==> config.mk <==
export PLATFORM = sky130hd
export DESIGN_NAME = reg_file_arbiter_flat
export DESIGN_NICKNAME = d
export VERILOG_FILES = /design/src/rtl/reg_file_arbiter_if.sv /design/src/rtl/reg_file_arbiter.sv /design/src/flat_wrapper.sv
export SDC_FILE = /design/constraint.sdc
export NUM_CORES = 1
export LEC_CHECK = 0
export ABC_CLOCK_PERIOD_IN_PS = 3800
export BUFFER_PORTS_ARGS = -buffer_cell sky130_fd_sc_hd__buf_2
export CORE_MARGIN = 5
export CORE_UTILIZATION = 45
export CTS_BUF_LIST = sky130_fd_sc_hd__clkbuf_2 sky130_fd_sc_hd__clkbuf_4 sky130_fd_sc_hd__clkbuf_8
export DETAILED_ROUTE_END_ITERATION = 10
export GPL_TIMING_DRIVEN = 0
export PLACE_DENSITY = 0.76
export SETUP_SLACK_MARGIN = 0.2
export SKIP_LAST_GASP = 1
export SLEW_MARGIN = 20
export SYNTH_ARGS = -nofsm -noshare
export SYNTH_HDL_FRONTEND = slang
export SYNTH_SLANG_ARGS = --single-unit
==> constraint.sdc <==
create_clock -name clk -period 3.8 [get_ports clk]
set_input_delay 0.76 -clock clk [delete_from_list [all_inputs] [get_ports clk]]
set_output_delay 0.76 -clock clk [all_outputs]
set_load 0.1 [all_outputs]
==> src/rtl/reg_file_arbiter_if.sv <==
// Bus bundle between the two protocol slaves, the register-file arbiter
// and the single-port register memory.
interface reg_file_arbiter_if #(
  parameter int ADDR_W = 8,
  parameter int DATA_W = 8
);
  logic              i2c_req;
  logic              i2c_we;
  logic [ADDR_W-1:0] i2c_addr;
  logic [DATA_W-1:0] i2c_wdata;
  logic              i2c_ack;
  logic [DATA_W-1:0] i2c_rdata;

  logic              spi_req;
  logic              spi_we;
  logic [ADDR_W-1:0] spi_addr;
  logic [DATA_W-1:0] spi_wdata;
  logic              spi_ack;
  logic [DATA_W-1:0] spi_rdata;

  logic              mem_en;
  logic              mem_we;
  logic [ADDR_W-1:0] mem_addr;
  logic [DATA_W-1:0] mem_wdata;
  logic [DATA_W-1:0] mem_rdata;

  // Requesters and memory side
  modport master (
    output i2c_req, i2c_we, i2c_addr, i2c_wdata,
    input  i2c_ack, i2c_rdata,
    output spi_req, spi_we, spi_addr, spi_wdata,
    input  spi_ack, spi_rdata,
    input  mem_en, mem_we, mem_addr, mem_wdata,
    output mem_rdata
  );

  // Arbiter side
  modport slave (
    input  i2c_req, i2c_we, i2c_addr, i2c_wdata,
    output i2c_ack, i2c_rdata,
    input  spi_req, spi_we, spi_addr, spi_wdata,
    output spi_ack, spi_rdata,
    output mem_en, mem_we, mem_addr, mem_wdata,
    input  mem_rdata
  );
endinterface

==> src/rtl/reg_file_arbiter.sv <==
// Round-robin arbiter sharing one synchronous single-port register memory
// between the I2C and SPI register slaves; one access every 4 cycles.
module reg_file_arbiter #(
  parameter int ADDR_W = 8,
  parameter int DATA_W = 8,
  parameter int CNT_W  = 8
) (
  input  logic              clk,
  input  logic              rst_n,
  reg_file_arbiter_if.slave bus,
  output logic              busy,
  output logic              owner,
  output logic [CNT_W-1:0]  conflict_cnt
);

  typedef enum logic [1:0] {IDLE, ISSUE, WAIT, ACK} state_t;

  state_t            state;
  state_t            state_nxt;
  logic              take;
  logic              pick_spi;
  logic              clash;
  logic              last;
  logic              i2c_ack;
  logic              spi_ack;
  logic              mem_en;
  logic              mem_we;
  logic [ADDR_W-1:0] mem_addr;
  logic [DATA_W-1:0] mem_wdata;
  logic [DATA_W-1:0] i2c_rdata;
  logic [DATA_W-1:0] spi_rdata;

  function automatic logic [CNT_W-1:0] sat_inc(input logic [CNT_W-1:0] v);
    return (&v) ? v : v + CNT_W'(1);
  endfunction

  always_ff @(posedge clk or negedge rst_n) begin
    if (!rst_n) state <= IDLE;
    else        state <= state_nxt;
  end

  always_comb begin
    state_nxt = state;
    take      = 1'b0;
    pick_spi  = 1'b0;
    clash     = 1'b0;
    case (state)
      IDLE: begin
        if (bus.i2c_req || bus.spi_req) begin
          take      = 1'b1;
          clash     = bus.i2c_req && bus.spi_req;
          // On contention the port that did not win last time goes next
          pick_spi  = clash ? ~last : bus.spi_req;
          state_nxt = ISSUE;
        end
      end
      ISSUE:   state_nxt = WAIT;
      WAIT:    state_nxt = ACK;
      ACK:     state_nxt = IDLE;
      default: state_nxt = IDLE;
    endcase
  end

  // The memory command registers double as the captured request fields
  always_ff @(posedge clk or negedge rst_n) begin
    if (!rst_n) begin
      busy         <= 1'b0;
      owner        <= 1'b0;
      last         <= 1'b1;
      conflict_cnt <= '0;
      mem_en       <= 1'b0;
      mem_we       <= 1'b0;
      mem_addr     <= '0;
      mem_wdata    <= '0;
      i2c_ack      <= 1'b0;
      spi_ack      <= 1'b0;
      i2c_rdata    <= '0;
      spi_rdata    <= '0;
    end else begin
      i2c_ack <= 1'b0;
      spi_ack <= 1'b0;
      case (state)
        IDLE: begin
          if (take) begin
            busy      <= 1'b1;
            owner     <= pick_spi;
            last      <= pick_spi;
            mem_en    <= 1'b1;
            mem_we    <= pick_spi ? bus.spi_we    : bus.i2c_we;
            mem_addr  <= pick_spi ? bus.spi_addr  : bus.i2c_addr;
            mem_wdata <= pick_spi ? bus.spi_wdata : bus.i2c_wdata;
            if (clash) conflict_cnt <= sat_inc(conflict_cnt);
          end
        end
        ISSUE: begin
          mem_en <= 1'b0;
          mem_we <= 1'b0;
        end
        WAIT: begin
          if (owner) begin
            spi_rdata <= bus.mem_rdata;
            spi_ack   <= 1'b1;
          end else begin
            i2c_rdata <= bus.mem_rdata;
            i2c_ack   <= 1'b1;
          end
        end
        ACK:     busy <= 1'b0;
        default: busy <= 1'b0;
      endcase
    end
  end

  assign bus.i2c_ack   = i2c_ack;
  assign bus.spi_ack   = spi_ack;
  assign bus.i2c_rdata = i2c_rdata;
  assign bus.spi_rdata = spi_rdata;
  assign bus.mem_en    = mem_en;
  assign bus.mem_we    = mem_we;
  assign bus.mem_addr  = mem_addr;
  assign bus.mem_wdata = mem_wdata;

endmodule

==> src/flat_wrapper.sv <==
// flat-port wrapper written by rule: the top's interface ports become plain ports
module reg_file_arbiter_flat 
#(
  parameter int ADDR_W = 8,
  parameter int DATA_W = 8,
  parameter int CNT_W  = 8
)
  (clk, rst_n, busy, owner, conflict_cnt, bus_i2c_req, bus_i2c_we, bus_i2c_addr, bus_i2c_wdata, bus_i2c_ack, bus_i2c_rdata, bus_spi_req, bus_spi_we, bus_spi_addr, bus_spi_wdata, bus_spi_ack, bus_spi_rdata, bus_mem_en, bus_mem_we, bus_mem_addr, bus_mem_wdata, bus_mem_rdata);
  reg_file_arbiter_if #(.ADDR_W(ADDR_W), .DATA_W(DATA_W)) bus_i ();
  input  logic clk;
  input  logic rst_n;
  output logic busy;
  output logic owner;
  output logic [CNT_W-1:0] conflict_cnt;
  input wire logic [$bits(bus_i.i2c_req)-1:0] bus_i2c_req;
  input wire logic [$bits(bus_i.i2c_we)-1:0] bus_i2c_we;
  input wire logic [$bits(bus_i.i2c_addr)-1:0] bus_i2c_addr;
  input wire logic [$bits(bus_i.i2c_wdata)-1:0] bus_i2c_wdata;
  output wire logic [$bits(bus_i.i2c_ack)-1:0] bus_i2c_ack;
  output wire logic [$bits(bus_i.i2c_rdata)-1:0] bus_i2c_rdata;
  input wire logic [$bits(bus_i.spi_req)-1:0] bus_spi_req;
  input wire logic [$bits(bus_i.spi_we)-1:0] bus_spi_we;
  input wire logic [$bits(bus_i.spi_addr)-1:0] bus_spi_addr;
  input wire logic [$bits(bus_i.spi_wdata)-1:0] bus_spi_wdata;
  output wire logic [$bits(bus_i.spi_ack)-1:0] bus_spi_ack;
  output wire logic [$bits(bus_i.spi_rdata)-1:0] bus_spi_rdata;
  output wire logic [$bits(bus_i.mem_en)-1:0] bus_mem_en;
  output wire logic [$bits(bus_i.mem_we)-1:0] bus_mem_we;
  output wire logic [$bits(bus_i.mem_addr)-1:0] bus_mem_addr;
  output wire logic [$bits(bus_i.mem_wdata)-1:0] bus_mem_wdata;
  input wire logic [$bits(bus_i.mem_rdata)-1:0] bus_mem_rdata;
  assign bus_i.i2c_req = bus_i2c_req;
  assign bus_i.i2c_we = bus_i2c_we;
  assign bus_i.i2c_addr = bus_i2c_addr;
  assign bus_i.i2c_wdata = bus_i2c_wdata;
  assign bus_i2c_ack = bus_i.i2c_ack;
  assign bus_i2c_rdata = bus_i.i2c_rdata;
  assign bus_i.spi_req = bus_spi_req;
  assign bus_i.spi_we = bus_spi_we;
  assign bus_i.spi_addr = bus_spi_addr;
  assign bus_i.spi_wdata = bus_spi_wdata;
  assign bus_spi_ack = bus_i.spi_ack;
  assign bus_spi_rdata = bus_i.spi_rdata;
  assign bus_mem_en = bus_i.mem_en;
  assign bus_mem_we = bus_i.mem_we;
  assign bus_mem_addr = bus_i.mem_addr;
  assign bus_mem_wdata = bus_i.mem_wdata;
  assign bus_i.mem_rdata = bus_mem_rdata;
  reg_file_arbiter #(.ADDR_W(ADDR_W), .DATA_W(DATA_W), .CNT_W(CNT_W)) u_core (.clk(clk), .rst_n(rst_n), .bus(bus_i), .busy(busy), .owner(owner), .conflict_cnt(conflict_cnt));
endmodule
==> results of run 1 <==
-- registers in the layout, indices dropped and copies added, names as in the netlist --
signal,cells
u_core.bus.i2c_ack,1
u_core.bus.spi_ack,1
u_core.bus.mem_we,1
u_core.bus.mem_addr,8
u_core.bus.mem_en,1
u_core.bus.i2c_rdata,8
u_core.bus.spi_rdata,8
u_core.conflict_cnt,8
u_core.state,2
u_core.owner,1
u_core.last,1
u_core.bus.mem_wdata,8
u_core.busy,1
-- logic make-up after synthesis --
| group | count (synthesis) |
|---|---|
| AOI/OAI and AO/OA | 26 |
| buffers and inverters | 12 |
| xor gates and xnor gates | 4 |
| and+or+nand+nor | 47 |
| adders and majority gates | 6 |
| muxes | 37 |
| DFF | 49 |
-- layout by cell type (no fill, tap or decap), types with 2 or more instances in the layout --
cell / instances
mux2i_1: 17
mux2_1: 5
buf_6: 2
nand3_1: 2
clkbuf_1: 3
nor2_1: 4
nor3_2: 2
clkbuf_8: 5
bufinv_16: 2
xnor2_1: 2
nand4_1: 2
buf_2: 91
inv_1: 6
a21oi_1: 3
ha_1: 6
xor2_1: 2
mux2_2: 15
nand2_1: 29
nand2b_1: 3
o21ai_1: 8
o21ai_0: 13
dfrtp_1: 48
-- worst max-delay path by stage --
stage,start,slack (ps),cells after the start,endpoint
after CTS,u_core.conflict_cnt[2]$_DFFE_PN0P_,1770,1,conflict_cnt[2]
final,u_core.conflict_cnt[2]$_DFFE_PN0P_,1790,1,conflict_cnt[2]
after global routing,u_core.conflict_cnt[2]$_DFFE_PN0P_,1720,1,conflict_cnt[2]
after floorplan,u_core.conflict_cnt[3]$_DFFE_PN0P_,1730,4,u_core.conflict_cnt[1]$_DFFE_PN0P_
after global placement,bus_spi_req,1830,4,u_core.busy$_DFFE_PN0P_
after detailed placement,bus_spi_req,1810,4,u_core.bus.mem_en$_DFFE_PN0P_
-- tightest hold or removal path, stage by stage (launching register included) --
cell	delay, ps
dfstp_2	370
nand2_1	50
nand2_1	40
-- per-layer routing --
| layer | vias to the layer above | track usage, % |
|---|---|---|
| li1 | 818 | - |
| met1 | 771 | 17.00 |
| met2 | 49 | 27.61 |
| met3 | 6 | 4.082 |
| met4 | 0 | 4.639 |
| met5 | - | 0 |
-- final cells by class --
type                    count  area [sq um]  share of cell area, %
flip-flops and latches     49          1227                  43.62
multi-input cells         120         865.8                  30.77
repair buffers             91         457.9                  16.27
clock buffers               5         68.82                  2.446
well taps                  54         67.56                  2.401
clock inverters             3         65.06                  2.312
plain buffers               6         38.79                  1.378
inverters                   6         22.52                 0.8004
-- stage by stage --
step | instances | utilization, % | area, sq um | worst slack, ps | hold slack, ps
2_1_floorplan | 181 | - | 2155 | 1725 | 439.2
3_3_place_gp | 326 | 57.07 | 2678 | 1826 | 447.5
3_5_place_dp | 326 | 57.07 | 2678 | 1810 | 452.8
4_1_cts | 334 | 59.92 | 2811 | 1772 | 466.9
5_1_grt | 334 | 59.97 | 2814 | 1722 | 485.0
6_report | 334 | 59.97 | 2814 | 1788 | 463.8
==> metrics.md, run 1 <==
| Metric | Value |
|---|---|
| DR WL met2 | `~2300 um` |
| CTS resizes | `0` |
| Final Critical Period | `roughly 2000 ps` |
| N_diodes | `0` |
| Total GRT Usage | `15.10%` |
| Starting density of the core | `roughly 46%` |
| Synth Register Bits | `49` |
| Gp weighted congestion | `0.7588` |
| R2r endpoint | `u_core.conflict_cnt[6]$_DFFE_PN0P_` |
| Ys flop type | `dfrtp_1` |
| Crit path max fanout | `8` |
| Ys Warns | `0` |
| Die Area | `6272 sq um` |
| First-pass GRT wire length | `between 7000 and 8000 um` |
| Root Driver | `clkbuf_8` |
| Synth-to-Final Area Change | `30.60%` |
| Worst skew pair latency | `290 ps` |
| Final slew viol count | `0` |
| FF-to-FF setup slack | `roughly 2000 ps` |
| Kind of critical path | `reg2out` |
| Ranking of synthesized cells by area | `dfrtp_1, mux2i_1, mux2_2, nand2_1, ha_1` |
| HP Start | `u_core.last$_DFFE_PN1P_` |
| Final setup viols | `0` |
| Setup TNS | `0 ps` |
| Synth unique cells | `28` |
| CP peak stage delay | `between 400 and 500 ps` |
| Req. time, crit path | `about 3000 ps` |
| Syn_nets | `roughly 230` |
| Crit start category | `flip-flop` |
| Asr flop ratio synth | `100.0%` |
| Maximum buffer depth of the clock tree | `2` |
| Mux cell area share after synthesis | `between 15 and 20%` |
| Post-synthesis simple-gate area fraction | `~10%` |
| Met3 Routed Length | `275 um` |
| Detailed Route WL | `between 4000 and 5000 um` |
| R2R depth | `6` |
| CTS Buf Count | `5` |
| Slowest stage cell, crit path | `dfrtp_1` |
| H-tree depth | `2` |
| Initial DRC Count | `slightly below 60` |
| CP top delay family | `flip-flops` |
| Post-synthesis adder-cell area fraction | `under 10%` |
| Relative slew slack | `about 60%` |
| Final period util | `between 50% and 60%` |
| FF-to-FF Start | `u_core.state[0]$_DFFE_PN0P_` |
| Core ar. | `~4700 sq um` |
| CTS Sinks | `49` |
| Hold Violations, Final | `0` |
| Post-Syn Instances | `approximately 180` |
| Top cell type's share of synthesized area | `between 50% and 60%` |
| CTS Hold Buffers Added | `0` |
| Via count | `around 1600` |
| Fillers | `approximately 400` |
| Fraction of layout cells with a size suffix above 1 | `43.57%` |
| Least-Margin Pin Slew | `600.5 ps` |
| Drt wl/cell | `around 13 um` |
| Max Clk Rate | `approximately 500 MHz` |
| Clk pin slew, worst setup/hold paths | `about 90 ps` |
| DP HPWL | `3370 um` |
| CTS tree | `yes` |
| Critical Path End Type | `output pin` |
| Compound-Gate Fraction of Synth Area | `between 6 and 7%` |
| Die height | `approximately 80 um` |
| Outcome | `finished, final reports clean` |
| Critical Path, Cell by Cell | `buf_2` |
| Initial antenna violation count | `0` |
| Tightest Hold Check Type | `reg2reg` |
| Drt first pass iters | `2` |
| Max layer used | `met4` |
| Drt drc | `0` |
| Post-synth EDFFs | `0` |
| Vias per cell | `between 4 and 5` |
| Clock Skew | `about 2.7 ps` |
| Hold Path Depth | `2` |
| Mean post-synth cell area | `11.90 sq um` |
| FP Rows | `25` |
| Grt total ovfl | `0` |
| Chip width | `between 70 and 80 um` |
| Most numerous cell in the Yosys netlist | `dfrtp_1` |
| Hold endpoint | `u_core.last$_DFFE_PN1P_` |
| CP bufs+invs | `1` |
| Largest net degree at the start of global routing | `50` |
| DRT met1 WL | `1735 um` |
| Seq/Total Area, Yosys | `a little under three fifths` |
| Number of max-cap violations | `0` |
| Largest family of logic cells by synthesized area | `multiplexers` |
| Synthesized area | `~2200 sq um` |
| Antenna viol nets, final | `0` |
| Xor and xnor fraction of the mapped netlist area | `~1.6%` |
| Vias in the first global route | `approximately 1700` |
| Most common library cells after synthesis | `dfrtp_1, nand2_1, mux2i_1` |
| Dominant cell type by area after synthesis | `dfrtp_1` |
| Buffers on Ports | `91` |
| Crit path DAT | `roughly 1300 ps` |
| Post-CTS Setup Inserts | `0` |
| Final net count | `approximately 330` |
| RSZ-0062 raised after global routing | `false` |
| Ports | `92` |
Power of run 1 is left out: the tool's default activity adds up to more than one toggle a clock period on the data nets, which glitch-free logic cannot reach.
==> run 2: changes to the inputs <==
Settings changed: ABC_CLOCK_PERIOD_IN_PS 3800 to 1700, CORE_UTILIZATION 45 to 44, PLACE_DENSITY 0.76 to 0.78.
Clock period 3.8 ns to 1.7 ns, I/O delays scaled along.
==> metrics.md, run 2 (same netlist as run 1, synthesis figures left out) <==
| Metric | Value |
|---|---|
| Commonest non-fill, non-tap cell in the layout | `buf_2` |
| Outcome | `finished, final reports clean` |
| Final Critical Period | `1537 ps` |
| Initial DRC Count | `32` |
| Clk pin slew, worst setup/hold paths | `around 90 ps` |
| Buffers on Ports | `between 90 and 100` |
| First-pass GRT wire length | `around 7800 um` |
| Initial antenna violation count | `0` |
| Number of max-cap violations | `0` |
| Crit path max fanout | `9` |
| Fraction of layout cells with a size suffix above 1 | `a little over half` |
| Die height | `between 70 and 80 um` |
| Relative slew slack | `60.57%` |
| Drt wl/cell | `13.03 um` |
| Final setup viols | `0` |
| Critical Path End Type | `flip-flop` |
| Final period util | `roughly nine tenths` |
| Maximum buffer depth of the clock tree | `2` |
| Least-Margin Pin Slew | `about 590 ps` |
| Drt first pass iters | `4` |
| Starting density of the core | `a little under half` |
| Vias per cell | `approximately 4.7` |
| Max Clk Rate | `between 600 and 700 MHz` |
| Final core utilization | `a little under two thirds` |
| Largest net degree at the start of global routing | `50` |
| CTS tree | `yes` |
| CTS Buf Count | `5` |
| Core ar. | `4723 sq um` |
| Chip width | `roughly 80 um` |
| Root Driver | `clkbuf_8` |
| Final net count | `approximately 340` |
| CTS Sinks | `between 40 and 50` |
| Die Area | `approximately 6400 sq um` |
| DP HPWL | `~3500 um` |
| Antenna viol nets, final | `0` |
| Ports | `between 90 and 100` |
| Grt total ovfl | `0` |
| Final slew viol count | `0` |
| Most frequent cells in the layout | `buf_2, dfrtp_1, nand2_1, mux2i_1, buf_4` |
| Total GRT Usage | `approximately 16%` |
| N_diodes | `0` |
| Clock Skew | `3.529 ps` |
| H-tree depth | `2` |
| Worst skew pair latency | `roughly 300 ps` |
| Tightest Hold Check Type | `in2async` |
| Crit start category | `flip-flop` |
| Detailed Route WL | `between 4000 and 5000 um` |
| RSZ-0062 raised after global routing | `true` |
| Via count | `1692` |
| Vias in the first global route | `1710` |
| Gp weighted congestion | `roughly 0.76` |
| Synth-to-Final Area Change | `39.43%` |
| FP Rows | `25` |
| Crit path DAT | `between 1500 and 2000 ps` |
| Hold Violations, Final | `0` |
| Drt drc | `0` |
| Req. time, crit path | `about 1900 ps` |
| Kind of critical path | `reg2reg` |
==> run 2: cell count changes in the layout (fill, tap and decap cells not counted), sizes merged <==
cell      change
clkinvlp      +1
clkbuf        +4
bufinv        -1
buf           +8
==> run 2: worst paths after layout <==
check	start	end	slack [ps]	depth (start not counted)
min reg2reg	u_core.last$_DFFE_PN1P_	u_core.last$_DFFE_PN1P_	470	2
max	u_core.state[0]$_DFFE_PN0P_	u_core.bus.i2c_rdata[0]$_DFFE_PN0P_	160	6
max in group asynchronous	rst_n	u_core.conflict_cnt[1]$_DFFE_PN0P_	1220	1
max reg2reg	u_core.state[0]$_DFFE_PN0P_	u_core.bus.i2c_rdata[0]$_DFFE_PN0P_	160	6
min	rst_n	u_core.conflict_cnt[7]$_DFFE_PN0P_	40	1
min in group clk	bus_mem_rdata[1]	u_core.bus.i2c_rdata[1]$_DFFE_PN0P_	260	2
==> run 2: final cells by class <==
class	count	area (sq um)
buffer	6	52.55
clock buffer	5	68.82
clock inverter	3	46.29
fill	382	1719
inverter	6	22.52
multi-input combinational	120	905.9
sequential	49	1244
tap	67	83.83
timing repair buffer	103	580.6
==> run 2: critical path, cell delays in order (launching register included) <==
cell	delay (ps)
dfrtp_1	380
inv_2	70
buf_4	130
ha_1	250
nand2b_1	110
buf_6	150
mux2_2	340
==> run 2: metal layers <==
layer	up-vias	GRT usage (%)	part of all wire, %	wire, um
met3	7	4.176	7.4	347
met1	776	19.58	43	1998
met2	67	25.83	48	2253
met5	-	0	0	0
met4	0	5.574	1.6	75
li1	842	-	-	-
==> run 2: metrics by stage <==
step           setup WS (ps)  instances  cell area, sq um  setup TNS, ps  hold slack (ps)
2_1_floorplan         -25.48        181              2203         -25.48            44.41
3_3_place_gp           116.7        339              2743              0            450.8
3_5_place_dp           102.4        339              2743              0            453.0
4_1_cts                150.2        352              2908              0            243.2
5_1_grt                92.61        359              3004              0            88.06
6_report               163.2        359              3004              0            38.54
==> run 2: timing repair <==
action                     4_1_cts  5_1_grt
buffers inserted                 5        7
hold buffers                     0        0
pin swaps                        4        1
setup endpoints to repair       25       44
gates resized for setup          5       15
gates cloned                     0        0
Power of run 2 is left out for the same reason.
